`src/rtl/bmp_rom_streamer.sv`:
```
// bmp_rom_streamer
// Reads the 54-byte BMP header from ROM address 0 and decodes it. If the
// header is valid, it streams the pixel array (row padding included) from
// address off to off+total-1 over a valid/ready byte stream. The ROM has a
// one-cycle read latency, and a 2-entry FIFO absorbs it so the stream keeps
// full rate.
//
// Ports:
//   clk, rst_n            clock, asynchronous active-low reset
//   start                 begin a new image (ignored while busy)
//   busy / done / err     status: busy in HDR/CHECK/STREAM, done pulse,
//                         err is held high while in ERR
//   rom_valid, rom_addr   ROM read request
//   rom_data              ROM registered read data
//   img_width/height/bpp  decoded header fields
//   pix_valid/ready/data  output byte stream
//   pix_last              marks the last byte of the image
//
// state  | meaning
// IDLE   | waiting for start
// HDR    | issue header reads 0..53 and capture the returned bytes
// CHECK  | compute stride/total and validate the header
// STREAM | read the pixel array and drain it through the FIFO
// DONE   | one-cycle done pulse
// ERR    | bad header; hold err until the next start
module bmp_rom_streamer #(
  parameter int ADDR_WIDTH = 20,
  parameter int BYTE_WIDTH = 8,
  parameter int HDR_BYTES  = 54
) (
  input  logic                  clk,
  input  logic                  rst_n,
  input  logic                  start,
  output logic                  busy,
  output logic                  done,
  output logic                  err,
  output logic                  rom_valid,
  output logic [ADDR_WIDTH-1:0] rom_addr,
  input  logic [BYTE_WIDTH-1:0] rom_data,
  output logic [15:0]           img_width,
  output logic [15:0]           img_height,
  output logic [15:0]           img_bpp,
  output logic                  pix_valid,
  input  logic                  pix_ready,
  output logic [BYTE_WIDTH-1:0] pix_data,
  output logic                  pix_last
);

  localparam int HW = $clog2(HDR_BYTES + 1);
  localparam int WW = 64;
  localparam int CW = ADDR_WIDTH + 1;

  typedef enum logic [2:0] {S_IDLE, S_HDR, S_CHECK, S_STREAM, S_DONE, S_ERR} state_t;

  state_t state, state_nxt;

  logic [HW-1:0]         hdr_cnt, cap_idx;
  logic                  rd_pend;
  logic [7:0]            magic0, magic1;
  logic [31:0]           off;
  logic [ADDR_WIDTH-1:0] rd_addr;
  logic [CW-1:0]         iss_left, out_left;
  logic [BYTE_WIDTH-1:0] fifo_mem [2];
  logic                  wr_ptr, rd_ptr;
  logic [1:0]            fcnt;

  logic start_acc, hdr_issue, str_issue, hs, push, pop, hdr_bad;
  logic [WW-1:0] row_w, stride_w, total_w, end_w;
  logic total_unused;

  assign start_acc = start && (state == S_IDLE || state == S_DONE || state == S_ERR);
  assign hdr_issue = (state == S_HDR) && (hdr_cnt < HW'(HDR_BYTES));
  // A new read is allowed only when FIFO occupancy plus the read in flight
  // leaves room for its data.
  assign str_issue = (state == S_STREAM) && (iss_left != '0) &&
                     (({1'b0, fcnt} + {2'b0, rd_pend}) < 3'd2);

  assign rom_valid = hdr_issue | str_issue;
  assign rom_addr  = hdr_issue ? ADDR_WIDTH'(hdr_cnt) : (str_issue ? rd_addr : '0);

  // An empty FIFO passes returning ROM data straight through, which saves
  // a cycle of latency. If that byte stalls, it is written into the FIFO
  // and becomes the head, so pix_data keeps the same value.
  assign pix_valid = (state == S_STREAM) && ((fcnt != 2'd0) || rd_pend);
  assign pix_data  = !pix_valid ? '0 : ((fcnt != 2'd0) ? fifo_mem[rd_ptr] : rom_data);
  assign pix_last  = pix_valid && (out_left == CW'(1));
  assign hs        = pix_valid && pix_ready;
  assign push      = (state == S_STREAM) && rd_pend && !((fcnt == 2'd0) && hs);
  assign pop       = hs && (fcnt != 2'd0);

  assign busy = (state == S_HDR) || (state == S_CHECK) || (state == S_STREAM);
  assign done = (state == S_DONE);
  assign err  = (state == S_ERR);

  // Do the size math wide enough that a huge header cannot wrap around
  // and slip past the bound check.
  assign row_w    = ({{(WW-16){1'b0}}, img_width} * {{(WW-16){1'b0}}, img_bpp}) >> 3;
  assign stride_w = (row_w + 64'd3) & ~64'd3;
  assign total_w  = stride_w * {{(WW-16){1'b0}}, img_height};
  assign end_w    = {32'b0, off} + total_w;
  assign total_unused = ^total_w[WW-1:CW];

  assign hdr_bad = ({magic1, magic0} != 16'h4D42) ||
                   !((img_bpp == 16'd8) || (img_bpp == 16'd24)) ||
                   (img_width == 16'd0) || (img_height == 16'd0) ||
                   (end_w > (64'd1 << ADDR_WIDTH));

  always_ff @(posedge clk or negedge rst_n) begin
    if (!rst_n) state <= S_IDLE;
    else        state <= state_nxt;
  end

  always_comb begin
    state_nxt = state;
    case (state)
      S_IDLE:   if (start_acc) state_nxt = S_HDR;
      S_HDR:    if (hdr_cnt == HW'(HDR_BYTES)) state_nxt = S_CHECK;
      S_CHECK:  state_nxt = hdr_bad ? S_ERR : S_STREAM;
      S_STREAM: if (hs && (out_left == CW'(1))) state_nxt = S_DONE;
      S_DONE:   state_nxt = start_acc ? S_HDR : S_IDLE;
      S_ERR:    if (start_acc) state_nxt = S_HDR;
      default:  state_nxt = S_IDLE;
    endcase
  end

  always_ff @(posedge clk or negedge rst_n) begin
    if (!rst_n) begin
      hdr_cnt     <= '0;
      cap_idx     <= '0;
      rd_pend     <= 1'b0;
      magic0      <= '0;
      magic1      <= '0;
      off         <= '0;
      img_width   <= '0;
      img_height  <= '0;
      img_bpp     <= '0;
      rd_addr     <= '0;
      iss_left    <= '0;
      out_left    <= '0;
      fifo_mem[0] <= '0;
      fifo_mem[1] <= '0;
      wr_ptr      <= 1'b0;
      rd_ptr      <= 1'b0;
      fcnt        <= '0;
    end else begin
      rd_pend <= rom_valid;
      if (start_acc) hdr_cnt <= '0;
      else if (hdr_issue) hdr_cnt <= hdr_cnt + HW'(1);
      if (hdr_issue) cap_idx <= hdr_cnt;

      // Header bytes arrive one cycle after the read that fetched them.
      if (state == S_HDR && rd_pend) begin
        case (cap_idx)
          HW'(0):  magic0           <= rom_data;
          HW'(1):  magic1           <= rom_data;
          HW'(10): off[7:0]         <= rom_data;
          HW'(11): off[15:8]        <= rom_data;
          HW'(12): off[23:16]       <= rom_data;
          HW'(13): off[31:24]       <= rom_data;
          HW'(18): img_width[7:0]   <= rom_data;
          HW'(19): img_width[15:8]  <= rom_data;
          HW'(22): img_height[7:0]  <= rom_data;
          HW'(23): img_height[15:8] <= rom_data;
          HW'(28): img_bpp[7:0]     <= rom_data;
          HW'(29): img_bpp[15:8]    <= rom_data;
          default: ;
        endcase
      end

      if (state == S_CHECK) begin
        rd_addr  <= off[ADDR_WIDTH-1:0];
        iss_left <= total_w[CW-1:0];
        out_left <= total_w[CW-1:0];
        wr_ptr   <= 1'b0;
        rd_ptr   <= 1'b0;
        fcnt     <= '0;
      end else begin
        if (str_issue) begin
          rd_addr  <= rd_addr + ADDR_WIDTH'(1);
          iss_left <= iss_left - CW'(1);
        end
        if (hs) out_left <= out_left - CW'(1);
        if (push) begin
          fifo_mem[wr_ptr] <= rom_data;
          wr_ptr           <= ~wr_ptr;
        end
        if (pop) rd_ptr <= ~rd_ptr;
        fcnt <= fcnt + {1'b0, push} - {1'b0, pop};
      end
    end
  end

endmodule

```
`config.mk`:
```
export PLATFORM = sky130hd
export DESIGN_NAME = bmp_rom_streamer
export DESIGN_NICKNAME = d
export VERILOG_FILES = /design/src/rtl/bmp_rom_streamer.sv
export SDC_FILE = /design/constraint.sdc
export NUM_CORES = 2
export LEC_CHECK = 0
export ABC_AREA = 1
export CAP_MARGIN = 25
export CORE_MARGIN = 2
export CORE_UTILIZATION = 54
export CTS_CLUSTER_SIZE = 10
export DETAILED_ROUTE_END_ITERATION = 8
export PLACE_DENSITY = 0.74
export SYNTH_ARGS = -nofsm -noshare
export SYNTH_HDL_FRONTEND = slang
export SYNTH_SLANG_ARGS = --single-unit
```
`constraint.sdc`:
```
create_clock -name clk -period 15.5 [get_ports clk]
set_input_delay 2.325 -clock clk [delete_from_list [all_inputs] [get_ports clk]]
set_output_delay 2.325 -clock clk [all_outputs]
set_load 0.005 [all_outputs]
```
==> flow_metrics.env <==
export IMPL_cp_arrival_ns=15.01
export IMPL_synthMuxAreaShare_pct=0
export IMPL_clkSinkCount=194
export IMPL_cts_hold_fix_buffers=0
export IMPL_crit_end="state[1]$_DFFE_PN0P_"
export IMPL_clk_latency_ns=0.47
export IMPL_skew_ns=0.0163
export IMPL_path_common_cell="nand2_1"
export IMPL_worst_slew_pin_slew_ns=1.12
export IMPL_root_buffer="clkbuf_16"
export IMPL_crit_required_ns=15.89
export IMPL_grt_max_degree=121
export IMPL_worstHoldPathType="flop to flop"
export IMPL_die_area_sq_mm=0.0690
export IMPL_drt_wl_total_um=108000
export IMPL_post_route_util_pct=58.4
export IMPL_vias=31800
export IMPL_synth_simple_area_share_pct=23.5
export IMPL_rsz0062_at_grt="false"
export IMPL_port_buffers=93
export IMPL_fmax_mhz=68.4
export IMPL_layout_drive_gt1_share_pct=3.47
export IMPL_clkTransAtPathRegs_ns=0.09
export IMPL_diodes=0
export IMPL_r2r_worst_path_cells=60
export IMPL_yosysWarningCount=0
export IMPL_ys_flop_type="dfrtp_1"
export IMPL_outcome="completed"
export IMPL_cp_end_kind="flop"
export IMPL_overflow=0
export IMPL_slew_limit_headroom_pct=25.0
export IMPL_met3_length_um=10600
export IMPL_synth_compound_area_share_pct=7.14
export IMPL_gp_congestion=0.996
export IMPL_clockBufferDepth=2
export IMPL_antenna_left=0
export IMPL_grt_pass1_vias=32100
export IMPL_synth_edf_count=0
export IMPL_core_sq_mm=0.0660
export IMPL_reg2reg_to="state[1]$_DFFE_PN0P_"
export IMPL_r2r_setup_slack_ns=0.88
export IMPL_area_delta_synth_final_pct=6.57
export IMPL_synthDistinctLibCells=61
export IMPL_postSynthAreaPerCell_sq_um=7.29
export IMPL_slowest_stage="dfrtp_2"
export IMPL_startpoint="img_width[10]$_DFFE_PN0P_"
export IMPL_dp_hpwl_um=87200
export IMPL_yosysSeqAreaShare_pct=13.4
export IMPL_hold_violations=0
export IMPL_worst_path_max_fanout=19
export IMPL_drt_pass1_iterations=6
export IMPL_htreeDepth=4
export IMPL_fillers=6009
export IMPL_async_flop_share_pct=100
export IMPL_design_area_sq_mm=0.0385
export IMPL_drt_initial_drc_count=3187
export IMPL_wl_met2_um=48400
export IMPL_grt_pass1_wl_um=176000
export IMPL_ys_ff_latch=194
export IMPL_antenna_found_initial=0
export IMPL_report_final_slew_viol_count=0
export IMPL_initial_core_util_pct=54.8
export IMPL_crit_path_start_kind="flop"
export IMPL_synth_top_family_by_area="adder cells"
export IMPL_drcViolationCount=0
export IMPL_cts_made_buffers=17
export IMPL_pin_count=94
export IMPL_m1WireLength_um=43800
export IMPL_cts_tree="yes"
export IMPL_wl_per_cell_um=18.6
export IMPL_dpl_cell_area_sq_mm=0.0378
export IMPL_synthAdderAreaFrac_pct=39.7
export IMPL_reg2reg_from="img_width[10]$_DFFE_PN0P_"
export IMPL_grt_use_total_pct=32.2
export IMPL_fin_crit_ns=14.62
export IMPL_viasPerCell=5.47
export IMPL_synth_xor_area_share_pct=2.60
export IMPL_synth_area_sq_mm=0.0361
export IMPL_routed_top_layer="met4"
export IMPL_final_nets=5764
export IMPL_setup_viol=0
export IMPL_hold_slack_ns=0.488
export IMPL_syn_num_nets=5781
export IMPL_syn_inst=4956
export IMPL_fp_dieH_um=263
export IMPL_setup_tns_ns=0
export IMPL_num_rows=94
export IMPL_timing_final_crit_share_pct=94.3
export IMPL_crit_type="flop to flop"
export IMPL_slowest_delay_ns=0.67
export IMPL_die_width_um=263
export IMPL_maxCapViolCount=0
## registers in the layout (all words and copies together), names as in the netlist
name        flops
cap_idx         6
fcnt            2
fifo_mem       16
hdr_cnt         6
img_bpp        16
img_height     16
img_width      16
iss_left       21
magic0          8
magic1          8
off            32
out_left       21
rd_addr        20
rd_pend         1
rd_ptr          1
state           3
wr_ptr          1
## final cells by class
cell class	instances	area [sq um]	area share (%)
clock buffers	18	439	1.14
clock inverters	14	161	0.419
inverters	1133	4260	11.1
multi-input cells	3453	26400	68.5
flip-flops and latches	194	4880	12.7
well taps	864	1080	2.81
repair buffers	140	1330	3.45
## worst max-delay path, delay by kind of cell (launching register included)
| family | cells | cell delay (ns) |
|---|---|---|
| simple gates | 26 | 3.34 |
| buf+inv | 8 | 0.74 |
| fa+ha+maj | 15 | 7.37 |
| flops | 1 | 0.67 |
| compound gates | 9 | 1.69 |
| xor+xnor | 2 | 0.68 |
## metrics by stage
stage               worst slack, ns  std cells
CTS                           0.701       5811
detailed placement            0.762       5779
floorplan                      2.94       4956
global route                  0.103       5816
global placement              0.760       5779
finish                        0.883       5816
## synthesized netlist by cell type (2+ instances only)
library cell  number  area share, %
a211oi_1           9           0.19
a21boi_0           2          0.042
a21o_1            10           0.21
a21oi_1          120            1.7
a21oi_2            3          0.073
a221oi_1           3          0.073
a31oi_1           19           0.33
and3_1             2          0.035
buf_1             16           0.17
buf_2              3          0.042
buf_6              2          0.062
clkbuf_1         154            1.6
clkinv_1           7          0.073
dfrtp_1          194             13
fa_1             557             31
ha_1             256            8.9
inv_1           1111             12
inv_2             15           0.16
nand2_1         1312             14
nand2_2           18           0.31
nand3_1          155            2.1
nand3b_1           6           0.12
nand4_1           44           0.76
nand4_4            2           0.12
nor2_1           450            4.7
nor2_2             3          0.052
nor2_4             5           0.16
nor3_1            58           0.80
nor3b_1            3          0.062
nor4_1            17           0.29
o211ai_1          19           0.39
o21a_1             9           0.19
o21ai_0          198            2.7
o21ai_1            5          0.069
o21ai_2            3          0.073
o21bai_1          10           0.21
o21bai_2           2          0.062
o221ai_1          13           0.31
o22ai_1            4          0.069
o311ai_0           8           0.19
o31ai_1            3          0.062
or2_2              7           0.12
xnor2_1           33           0.80
xor2_1            67            1.6
xor2_2             3           0.13
## worst min path at each step
stage,startpoint,end,slack [ns],cells past startpoint
detailed placement,magic1[3]$_DFFE_PN0P_,magic1[3]$_DFFE_PN0P_,0.47,2
global route,fifo_mem[1]$_DFFE_PN0P_,fifo_mem[1]$_DFFE_PN0P_,0.51,1
global placement,fifo_mem[8]$_DFFE_PN0P_,fifo_mem[8]$_DFFE_PN0P_,0.46,2
finish,magic1[3]$_DFFE_PN0P_,magic1[3]$_DFFE_PN0P_,0.49,2
floorplan,magic1[1]$_DFFE_PN0P_,magic1[1]$_DFFE_PN0P_,0.44,2
CTS,magic1[3]$_DFFE_PN0P_,magic1[3]$_DFFE_PN0P_,0.49,2
## layout by cell type (no fill, tap or decap), types with 45 or more instances in the layout
cell,instances
dfrtp_1,175
buf_4,45
nand3_1,155
ha_1,256
clkdlybuf4s50_1,92
nor3_1,58
nand2_1,1311
inv_1,1111
a21oi_1,120
o21ai_0,198
nor2_1,449
fa_1,557
xor2_1,67
## cell families (layout without fill, tap and decap cells)
logic type                 after synthesis  in the layout
DFF                                    194            194
buffers and inverters                 1309           1305
adders and majority gates              813            813
xor gates and xnor gates               104            104
and+or+nand+nor                       2089           2089
AOI/OAI and AO/OA                      447            447
## timing repair
action | in CTS | in global routing
setup endpoints to repair | 0 | 2
buffers inserted | 0 | 3
resized for setup | 0 | 23
## metal layers
metal,up-vias,global-route usage (%)
li1,14800,-
met1,15200,43.5
met2,1581,50.6
met3,273,6.64
met4,0,13.5
met5,-,0
Power is left out: the tool's default activity adds up to more than one toggle a clock period on the data nets, which glitch-free logic cannot reach.
